File: config.mk
export PLATFORM = sky130hd
export DESIGN_NAME = pc_sequencer
export DESIGN_NICKNAME = d
export VERILOG_FILES = /design/src/rtl/pc_sequencer.sv
export SDC_FILE = /design/constraint.sdc
export NUM_CORES = 1
export LEC_CHECK = 0
export ABC_CLOCK_PERIOD_IN_PS = 2500
export CORE_ASPECT_RATIO = 2
export CORE_MARGIN = 4
export CORE_UTILIZATION = 36
export CTS_BUF_LIST = sky130_fd_sc_hd__clkbuf_4 sky130_fd_sc_hd__clkbuf_8
export CTS_CLUSTER_SIZE = 10
export DETAILED_ROUTE_END_ITERATION = 12
export GPL_ROUTABILITY_DRIVEN = 0
export HOLD_SLACK_MARGIN = 0.03
export PLACE_DENSITY_LB_ADDON = 0.2
export SETUP_SLACK_MARGIN = 0.15
export SYNTH_ARGS = -nofsm -noshare
export SYNTH_HDL_FRONTEND = slang
export SYNTH_SLANG_ARGS = --single-unit
export TNS_END_PERCENT = 50
File: constraint.sdc
create_clock -name clk -period 2.5 [get_ports clk]
set_input_delay 0.5 -clock clk [delete_from_list [all_inputs] [get_ports clk]]
set_output_delay 0.5 -clock clk [all_outputs]
set_load 0.02 [all_outputs]
File: src/rtl/pc_sequencer.sv
`default_nettype none
// ============================================================================
// Module      : pc_sequencer
// Description : Fetch controller. Drives PC_Next to the PC register every cycle
//               and issues one instruction fetch at a time over a valid/ready
//               handshake. It holds the fetched word for decode and applies
//               branch and trap redirects, with trap taking priority.
//               Optional feature macro: PC_SEQ_MISALIGN_TRAP_EN
//                 defined   - a misaligned taken branch traps and pulses
//                             misalign_fault
//                 undefined - branch_target[1:0] forced to 0, fault tied low
// Revision    : 1.0 - initial release
// ============================================================================
module pc_sequencer #(
    parameter logic [31:0] RESET_VECTOR = 32'h0000_0000,
    parameter logic [31:0] TRAP_VECTOR  = 32'h0000_0100
) (
    input  logic        clk,
    input  logic        rst,
    input  logic [31:0] PC,
    output logic [31:0] PC_Next,
    output logic        imem_req_valid,
    output logic [31:0] imem_req_addr,
    input  logic        imem_req_ready,
    input  logic        imem_rsp_valid,
    input  logic [31:0] imem_rsp_data,
    output logic        instr_valid,
    output logic [31:0] instr,
    output logic [31:0] instr_pc,
    input  logic        instr_ready,
    input  logic        branch_taken,
    input  logic [31:0] branch_target,
    input  logic        trap,
    output logic        misalign_fault
);

    typedef enum logic [1:0] {
        ST_BOOT = 2'd0,
        ST_REQ  = 2'd1,
        ST_WAIT = 2'd2,
        ST_HOLD = 2'd3
    } state_t;

    state_t      r_state;
    logic        r_kill;
    logic        r_instr_valid;
    logic [31:0] r_instr;
    logic [31:0] r_instr_pc;

    logic        w_redirect;
    logic        w_req_fire;
    logic [31:0] w_target;

    // Redirects are only honoured once the boot cycle has passed
    assign w_redirect = (r_state != ST_BOOT) && (trap || branch_taken);

`ifdef PC_SEQ_MISALIGN_TRAP_EN
    logic w_misaligned;
    logic r_misalign_fault;

    // A taken branch to a non word-aligned address is turned into a trap
    assign w_misaligned = branch_taken && !trap && (branch_target[1:0] != 2'b00);
    assign w_target     = (trap || w_misaligned) ? TRAP_VECTOR : branch_target;

    // One-cycle fault pulse following a misaligned redirect
    always_ff @(posedge clk or negedge rst) begin
        if (!rst) begin
            r_misalign_fault <= 1'b0;
        end else begin
            r_misalign_fault <= w_redirect && w_misaligned;
        end
    end

    assign misalign_fault = r_misalign_fault;
`else
    logic w_unused_target_bits;

    // Low target bits are dropped so fetches always stay word aligned
    assign w_target             = trap ? TRAP_VECTOR : {branch_target[31:2], 2'b00};
    assign w_unused_target_bits = &{1'b0, branch_target[1:0]};
    assign misalign_fault       = 1'b0;
`endif

    // A request is only offered while idle in REQ and not being redirected
    assign imem_req_valid = (r_state == ST_REQ) && !w_redirect;
    assign imem_req_addr  = PC;
    assign w_req_fire     = imem_req_valid && imem_req_ready;

    // Next PC: boot vector, then redirect target, then sequential advance
    always_comb begin
        PC_Next = PC;
        if (r_state == ST_BOOT) begin
            PC_Next = RESET_VECTOR;
        end else if (w_redirect) begin
            PC_Next = w_target;
        end else if (w_req_fire) begin
            PC_Next = PC + 32'd4;
        end
    end

    // Fetch sequencing state machine with registered decode-side outputs
    always_ff @(posedge clk or negedge rst) begin
        if (!rst) begin
            r_state       <= ST_BOOT;
            r_kill        <= 1'b0;
            r_instr_valid <= 1'b0;
            r_instr       <= 32'd0;
            r_instr_pc    <= 32'd0;
        end else begin
            case (r_state)
                ST_BOOT: begin
                    r_state <= ST_REQ;
                end
                ST_REQ: begin
                    if (w_req_fire) begin
                        r_instr_pc <= PC;
                        r_state    <= ST_WAIT;
                    end
                end
                ST_WAIT: begin
                    if (imem_rsp_valid) begin
                        r_kill <= 1'b0;
                        if (r_kill || w_redirect) begin
                            // Response belongs to an abandoned path
                            r_state <= ST_REQ;
                        end else begin
                            r_instr       <= imem_rsp_data;
                            r_instr_valid <= 1'b1;
                            r_state       <= ST_HOLD;
                        end
                    end else if (w_redirect) begin
                        // Response still in flight; discard it on arrival
                        r_kill <= 1'b1;
                    end
                end
                ST_HOLD: begin
                    // A redirect wins over a same-cycle decode accept
                    if (w_redirect || instr_ready) begin
                        r_instr_valid <= 1'b0;
                        r_state       <= ST_REQ;
                    end
                end
                default: begin
                    r_state <= ST_BOOT;
                end
            endcase
        end
    end

    assign instr_valid = r_instr_valid;
    assign instr       = r_instr;
    assign instr_pc    = r_instr_pc;

endmodule
`default_nettype wire
Yosys cells after proc, flatten, opt, wreduce, memory -nomap -nowiden --
Cells that the tools add are included. W data, S select, Z words.
Storage, ports and cells: bits in registers 68, bits of input ports 103, output and inout bits 131, logic and storage cells 45
Cells by class: $add $sub $neg 1, equality and inequality tests 7, multiplexer cells 15, bitwise gates (word level) 1, reduce and logical (&&, ||, !) cells 16
Operator list (count):
- $mux W32 | 4
- $add A32 B3 Y32 const B | 1
- $mux W2 | 4
- $ne A2 B2 Y1 const B | 4
- $pmux W2 S4 | 1
- $reduce_and A3 Y1 | 2
- $reduce_bool A2 Y1 | 3
- $mux W1 | 5
- $eq A2 B2 Y1 const B | 2
- $reduce_and A2 Y1 | 2
- $reduce_and A4 Y1 | 1
- $logic_and A1 B1 Y1 | 3
- $logic_or A1 B1 Y1 | 3
- $eq A2 B1 Y1 const B | 1
- $logic_not A2 Y1 | 1
- $pmux W1 S2 | 1
- $logic_not A1 Y1 | 1
- $not A1 Y1 | 1

Longest topological paths before layout --
Gate-level depths: netlist of run 1.
depth after elaboration 8, depth in mapped cells 9, depth with buffers taken out 7

Worst setup path after synthesis of run 1 --
Ideal clock, no wire load.
path type register -> output, from register r_state[0], to output PC_Next[31], arrival 2368 ps, required time 2000 ps, slack -368 ps, stages on the path, launching flop included 9, path buffers 1, path through dfrtp_1 inv_1 ha_1 o21ba_1 buf_6 nor4_4 nand3_4 or4_1 a31oi_1
On the way: longest elaborated chain between the ends 8, elaborated cells between the ends (all ways) 10, classes of those cells eq/ne (1); mux (3); reduce/logical (6)
Ends and longest elaborated chain:
- start: declaration | line 44 | state_t r_state;
- start signal: assignment | line 104 | r_state <= ST_BOOT;
- start signal: assignment | line 112 | r_state <= ST_REQ;
- start signal: assignment | line 117 | r_state <= ST_WAIT;
- $reduce_bool A2 Y1 | line 55 | assign w_redirect = (r_state != ST_BOOT) && (trap || branch_taken);
- $logic_and A1 B1 Y1 | line 55
- $logic_not A1 Y1 | line 85 | assign imem_req_valid = (r_state == ST_REQ) && !w_redirect;
- $logic_and A1 B1 Y1 | line 85
- $logic_and A1 B1 Y1 | line 87 | assign w_req_fire = imem_req_valid && imem_req_ready;
- $mux W32 | line 96 | end else if (w_req_fire) begin
- $mux W32 | line 94 | end else if (w_redirect) begin
- $mux W32 (*) | line 92 | if (r_state == ST_BOOT) begin
- end: declaration | line 21 | output logic [31:0] PC_Next,
Mark *: on every way between the ends. The rest lies on a longest branch, timed or not.

Final worst setup path of run 1 --
from register r_state[1], to output PC_Next[28]
Same word-level chain as after synthesis.

==> results of run 1 <==
cells in the final DEF, fill, tap and decap left out, drive strengths merged, types with 14 or more instances in the layout:
cell type and n:
a21oi 22, buf 157, clkdlybuf4s50 170, dfrtp 68
dlygate4sd2 18, mux2 32, nand2 120, nand3 15
o21ai 30, xnor2 14
cell usage after synthesis (4+ instances only):
cell type / instances / area (um^2)
a21oi_1: 22 / 110
a31oi_1: 6 / 37.5
and2_1: 4 / 25.0
and3_1: 5 / 31.3
buf_2: 5 / 25.0
buf_4: 33 / 248
clkbuf_1: 17 / 63.8
dfrtp_1: 68 / 1700
ha_1: 5 / 62.6
inv_1: 4 / 15.0
mux2_2: 32 / 360
nand2_1: 119 / 447
nand3_1: 14 / 70.1
nand4_1: 11 / 68.8
nor2_1: 10 / 37.5
nor3_1: 5 / 25.0
nor4_1: 8 / 50.1
o21ai_0: 30 / 150
xnor2_1: 14 / 123
xor2_1: 7 / 61.3
where the power goes:
part           switching, mW  leakage [nW]  total (mW)  internal (mW)
clock network          0.457         0.124        1.13          0.676
registers              0.205         0.880        1.69           1.49
logic                   1.86          2.56        3.62           1.76
kinds of logic (layout without fill, tap and decap cells):
| family | Yosys count | count (layout) | share of synthesized area, % |
|---|---|---|---|
| compound gates | 73 | 73 | 10.6 |
| xor+xnor | 21 | 21 | 4.56 |
| fa+ha+maj | 5 | 5 | 1.55 |
| buf+inv | 61 | 377 | 9.27 |
| flops | 68 | 68 | 42.1 |
| mux | 32 | 32 | 8.92 |
| other cells | 1 | 1 | 0.0929 |
| simple gates | 195 | 195 | 22.8 |
metrics by stage:
step | utilization (%) | TNS [ns] | std cells | instance area, um^2
detailed placement | 65.2 | -29.97 | 877 | 7140
finish | 71.7 | -9.04 | 912 | 7850
global placement | 65.2 | -29.16 | 877 | 7140
global route | 71.7 | -12.24 | 912 | 7850
CTS | 70.9 | -8.27 | 907 | 7760
floorplan | - | -0.211 | 456 | 4180
what timing repair did:
action,in CTS,in global routing
hold buffers,0,0
buffers inserted,14,5
resized for setup,261,12
setup endpoints to repair,39,35
pin swaps,44,8
cell type report:
cell class	count	area, um^2	share of cell area (%)
Multi-Input combinational cell	327	2430	31.0
Clock inverter	6	113	1.43
Sequential cell	68	1700	21.7
Clock buffer	10	131	1.67
Tap cell	140	175	2.23
Inverter	4	18.8	0.239
Timing Repair Buffer	357	3280	41.8
routing by layer:
metal	vias to the layer above	track usage (%)	part of all wire, %
li1	2166	-	-
met1	2216	23.2	31
met2	197	50.2	57
met3	38	7.19	7.1
met4	0	16.1	4.6
met5	-	0	0
registers in the layout, summed over array words and instances (netlist names):
| name | flops |
|---|---|
| instr_valid | 1 |
| r_kill | 1 |
| instr_pc | 32 |
| r_state | 2 |
| instr | 32 |
worst min-delay path by stage:
stage / endpoint / slack [ns] / cells after the start
floorplan: instr[0] / 0.20 / 0
global placement: instr_pc[21] / 0.46 / 2
detailed placement: instr_pc[10] / 0.46 / 2
CTS: instr_pc[6] / 0.18 / 1
global route: instr_pc[6] / 0.21 / 1
finish: instr_pc[6] / 0.17 / 1
==> metrics, run 1 <==
status=complete, but fails checks; failing checks=setup timing; syn_nets=564; power per cell area=820 nW/um^2; clk sinks=68; Ys Warns=0; Post-synth EDFFs=0; first-pass GRT wire length=26600 um; RR Startpoint=r_state[1]; CP Capture Type=output pin; Async SR Flop Fraction=100%; Vias=4617; CTS H-tree lvls=3; Initial Util=36.9%; final hold vios=0; vias in the first global route=5110; Wirelength per Cell=18.6 um; Mapped Area=4040 um^2; diode count=0; port buffer count=230; endpoints failing setup=29; RSZ-0062 raised after global routing=yes; Worst Setup Slack, final=-0.470 ns; Worst path depth=10; Post-DRT Antenna Nets=0; crit-path max FO=4; post-synthesis cell count=456; Top cell by count, worst path=buf_6; CTS tree=built; Seq/Total Area, Yosys=42.1%; Clock transition at path regs=0.08 ns; worst min-delay path class=input pin to asynchronous set/reset pin; clk_skew=0.0121 ns; Worst Setup SP=r_state[1]; Reg2Reg Depth=9; Final min period=2.97 ns; number of synthesized register bits=68; Max Clk Rate=0.337 GHz; Worst R2R Setup Slack=0.36 ns; Worst path top cell family by delay=simple AND/OR/NAND/NOR gates; Clk Latency, worst-skew pair=0.35 ns; worst hold slack=0.173 ns; Main synth FF type=dfrtp_1; Power Total=6.44 mW; largest net degree at the start of global routing=44; MaxCap Viol Count=0; worst setup path class=flip-flop to output pin; Core Rows=54; grt ovf=0; Area Overhead vs Synth=94.4%; crit path capture=PC_Next[28]; library cells used by synthesis=45; Least-Margin Pin Slew=0.698 ns; Inserted Clock Buffers=9; CP max stage delay=0.39 ns; Fill cells=843; Synth Area per Inst=8.85 um^2; pre-CTS setup slack=-1.19 ns; CP max stage cell=dfrtp_1; Die Width=82.9 um; die span in y=158 um; Initial DRC Count=153; leak pwr=3.57 nW; Crit Reg-Reg Endpoint=r_state[0]; CP bufs+invs=4; Rel. slew slack=53.5%; max-slew violations=0; HPWL after DPL=13300 um; final critical-path share of the clock period=119%; WP data required=2.00 ns; area of the core=10900 um^2; Data arrival, critical path=2.47 ns; Die ar.=13100 um^2; initial antenna violation count=0; CTS Buffer Depth=2; crit-path cells=inv_2 > ha_4 > and3_4 > nand2_4 > buf_6 > or3_4 > buf_6 > o41ai_4 > a31oi_2 > buf_4; CTS root buf=clkbuf_8; final wirelength=17000 um; # nets final=875; I/O pin total=234; peak supply drop=0.546 mV; via density per instance=5.06; fraction of layout cells with a size suffix above 1=35.9%; Setup crit start kind=flip-flop; Initial DRT Pass Iterations=4; DRC viols=0; total track usage=25.9%
(Power assumes the default switching activity.)
==> run 2: changes to the inputs <==
SKIP_CTS_REPAIR_TIMING = 1   (was default)
==> run 2 against run 1 <==
  * The run still ends with setup timing left
  * Power rose by 0.11%
  * Final area fell by 0.38%
  * Routed wire length rose by 0.59%
  * Sequential cell count did not move
  * Non-clock buffer count fell by 4
  * Clock power barely moved
  * Sequential share of layout area rose by 0.083 points
  * Maximum frequency fell by 0.36%
  * Core utilization fell by 0.27 points
  * Highest routed layer unchanged
==> metrics, run 2 (synthesized netlist as in run 1, its figures left out) <==
DRC viols=0; Top cell by count, worst path=buf_6; max-slew violations=0; grt ovf=0; Wirelength per Cell=18.8 um; worst setup path class=flip-flop to output pin; clk_skew=0.00995 ns; Least-Margin Pin Slew=0.712 ns; fraction of layout cells with a size suffix above 1=36.1%; final wirelength=17100 um; crit-path cells=inv_2 > ha_4 > and3_4 > nand2_4 > buf_6 > or3_4 > o41ai_2 > buf_4 > a31oi_4 > buf_6; Initial DRT Pass Iterations=4; leading cell type in the layout, fill and taps excluded=clkdlybuf4s50_1; CP max stage delay=0.39 ns; port buffer count=230; CP bufs+invs=4; crit-path max FO=4; Max Clk Rate=0.335 GHz; Initial DRC Count=172; Data arrival, critical path=2.48 ns; peak supply drop=0.547 mV; I/O pin total=234; MaxCap Viol Count=0; clk sinks=68; Worst R2R Setup Slack=0.35 ns; final hold vios=0; leak pwr=3.70 nW; Post-DRT Antenna Nets=0; Setup crit start kind=flip-flop; Initial Util=36.9%; CTS tree=built; Area Overhead vs Synth=93.7%; Core Rows=54; Rel. slew slack=52.6%; largest net degree at the start of global routing=44; endpoints failing setup=29; CTS H-tree lvls=3; diode count=0; pre-CTS setup slack=-1.19 ns; Die Width=82.9 um; Worst Setup Slack, final=-0.481 ns; worst min-delay path class=input pin to asynchronous set/reset pin; area of the core=10900 um^2; Crit Reg-Reg Endpoint=r_state[0]; initial antenna violation count=0; Clk Latency, worst-skew pair=0.35 ns; vias in the first global route=4932; # nets final=871; Clock transition at path regs=0.08 ns; Inserted Clock Buffers=9; RR Startpoint=r_state[1]; total track usage=24.6%; Final min period=2.98 ns; CP max stage cell=dfrtp_1; total negative slack=-8.72 ns; status=complete, but fails checks; Die ar.=13100 um^2; CTS Buffer Depth=2; HPWL after DPL=13300 um; Reg2Reg Depth=9; die span in y=158 um; via density per instance=5.05; WP data required=2.00 ns; power per cell area=825 nW/um^2; Vias=4585; first-pass GRT wire length=25300 um; RSZ-0062 raised after global routing=yes; failing checks=setup timing; Power Total=6.45 mW; CTS root buf=clkbuf_8; final critical-path share of the clock period=119%; CP Capture Type=output pin; Worst path top cell family by delay=simple AND/OR/NAND/NOR gates; most frequent cells in the layout=clkdlybuf4s50_1, buf_4, nand2_1, dfrtp_1, mux2_2
run 2: worst max-delay path by stage:
stage / cells after the start / slack (ns) / start / to
after detailed placement: 8 / -1.19 / PC[2] / PC_Next[30]
after global routing: 10 / -0.58 / r_state[1] / PC_Next[30]
final: 10 / -0.48 / r_state[1] / PC_Next[30]
after floorplan: 8 / -0.09 / r_state[0] / PC_Next[31]
after global placement: 8 / -1.14 / PC[2] / PC_Next[30]
after CTS: 8 / -1.20 / PC[2] / PC_Next[30]
run 2: area by class of cell:
| type | count | area [um^2] |
|---|---|---|
| Clock buffer | 10 | 131 |
| Clock inverter | 6 | 113 |
| Fill cell | 846 | 3130 |
| Inverter | 4 | 18.8 |
| Multi-Input combinational cell | 327 | 2420 |
| Sequential cell | 68 | 1700 |
| Tap cell | 140 | 175 |
| Timing Repair Buffer | 353 | 3260 |
run 2: where the power goes:
part	total [mW]	leakage (nW)	internal, mW	switching (mW)
clock	1.13	0.124	0.676	0.458
sequential	1.69	0.880	1.49	0.207
combinational	3.62	2.70	1.76	1.86
run 2: metal layers:
| layer | track usage (%) | share of wire (%) | vias up |
|---|---|---|---|
| li1 | - | - | 2159 |
| met1 | 21.7 | 33 | 2183 |
| met2 | 48.0 | 55 | 195 |
| met3 | 7.34 | 6.6 | 48 |
| met4 | 14.6 | 5.6 | 0 |
| met5 | 0 | 0 | - |
run 2: stage by stage:
| step | hold slack [ns] | util, % | instances | instance area, um^2 |
|---|---|---|---|---|
| after floorplan | 0.204 | - | 456 | 4180 |
| after global placement | 0.459 | 65.2 | 877 | 7140 |
| after detailed placement | 0.462 | 65.2 | 877 | 7140 |
| after CTS | 0.177 | 67.4 | 893 | 7380 |
| after global routing | 0.218 | 71.4 | 908 | 7820 |
| final | 0.178 | 71.4 | 908 | 7820 |
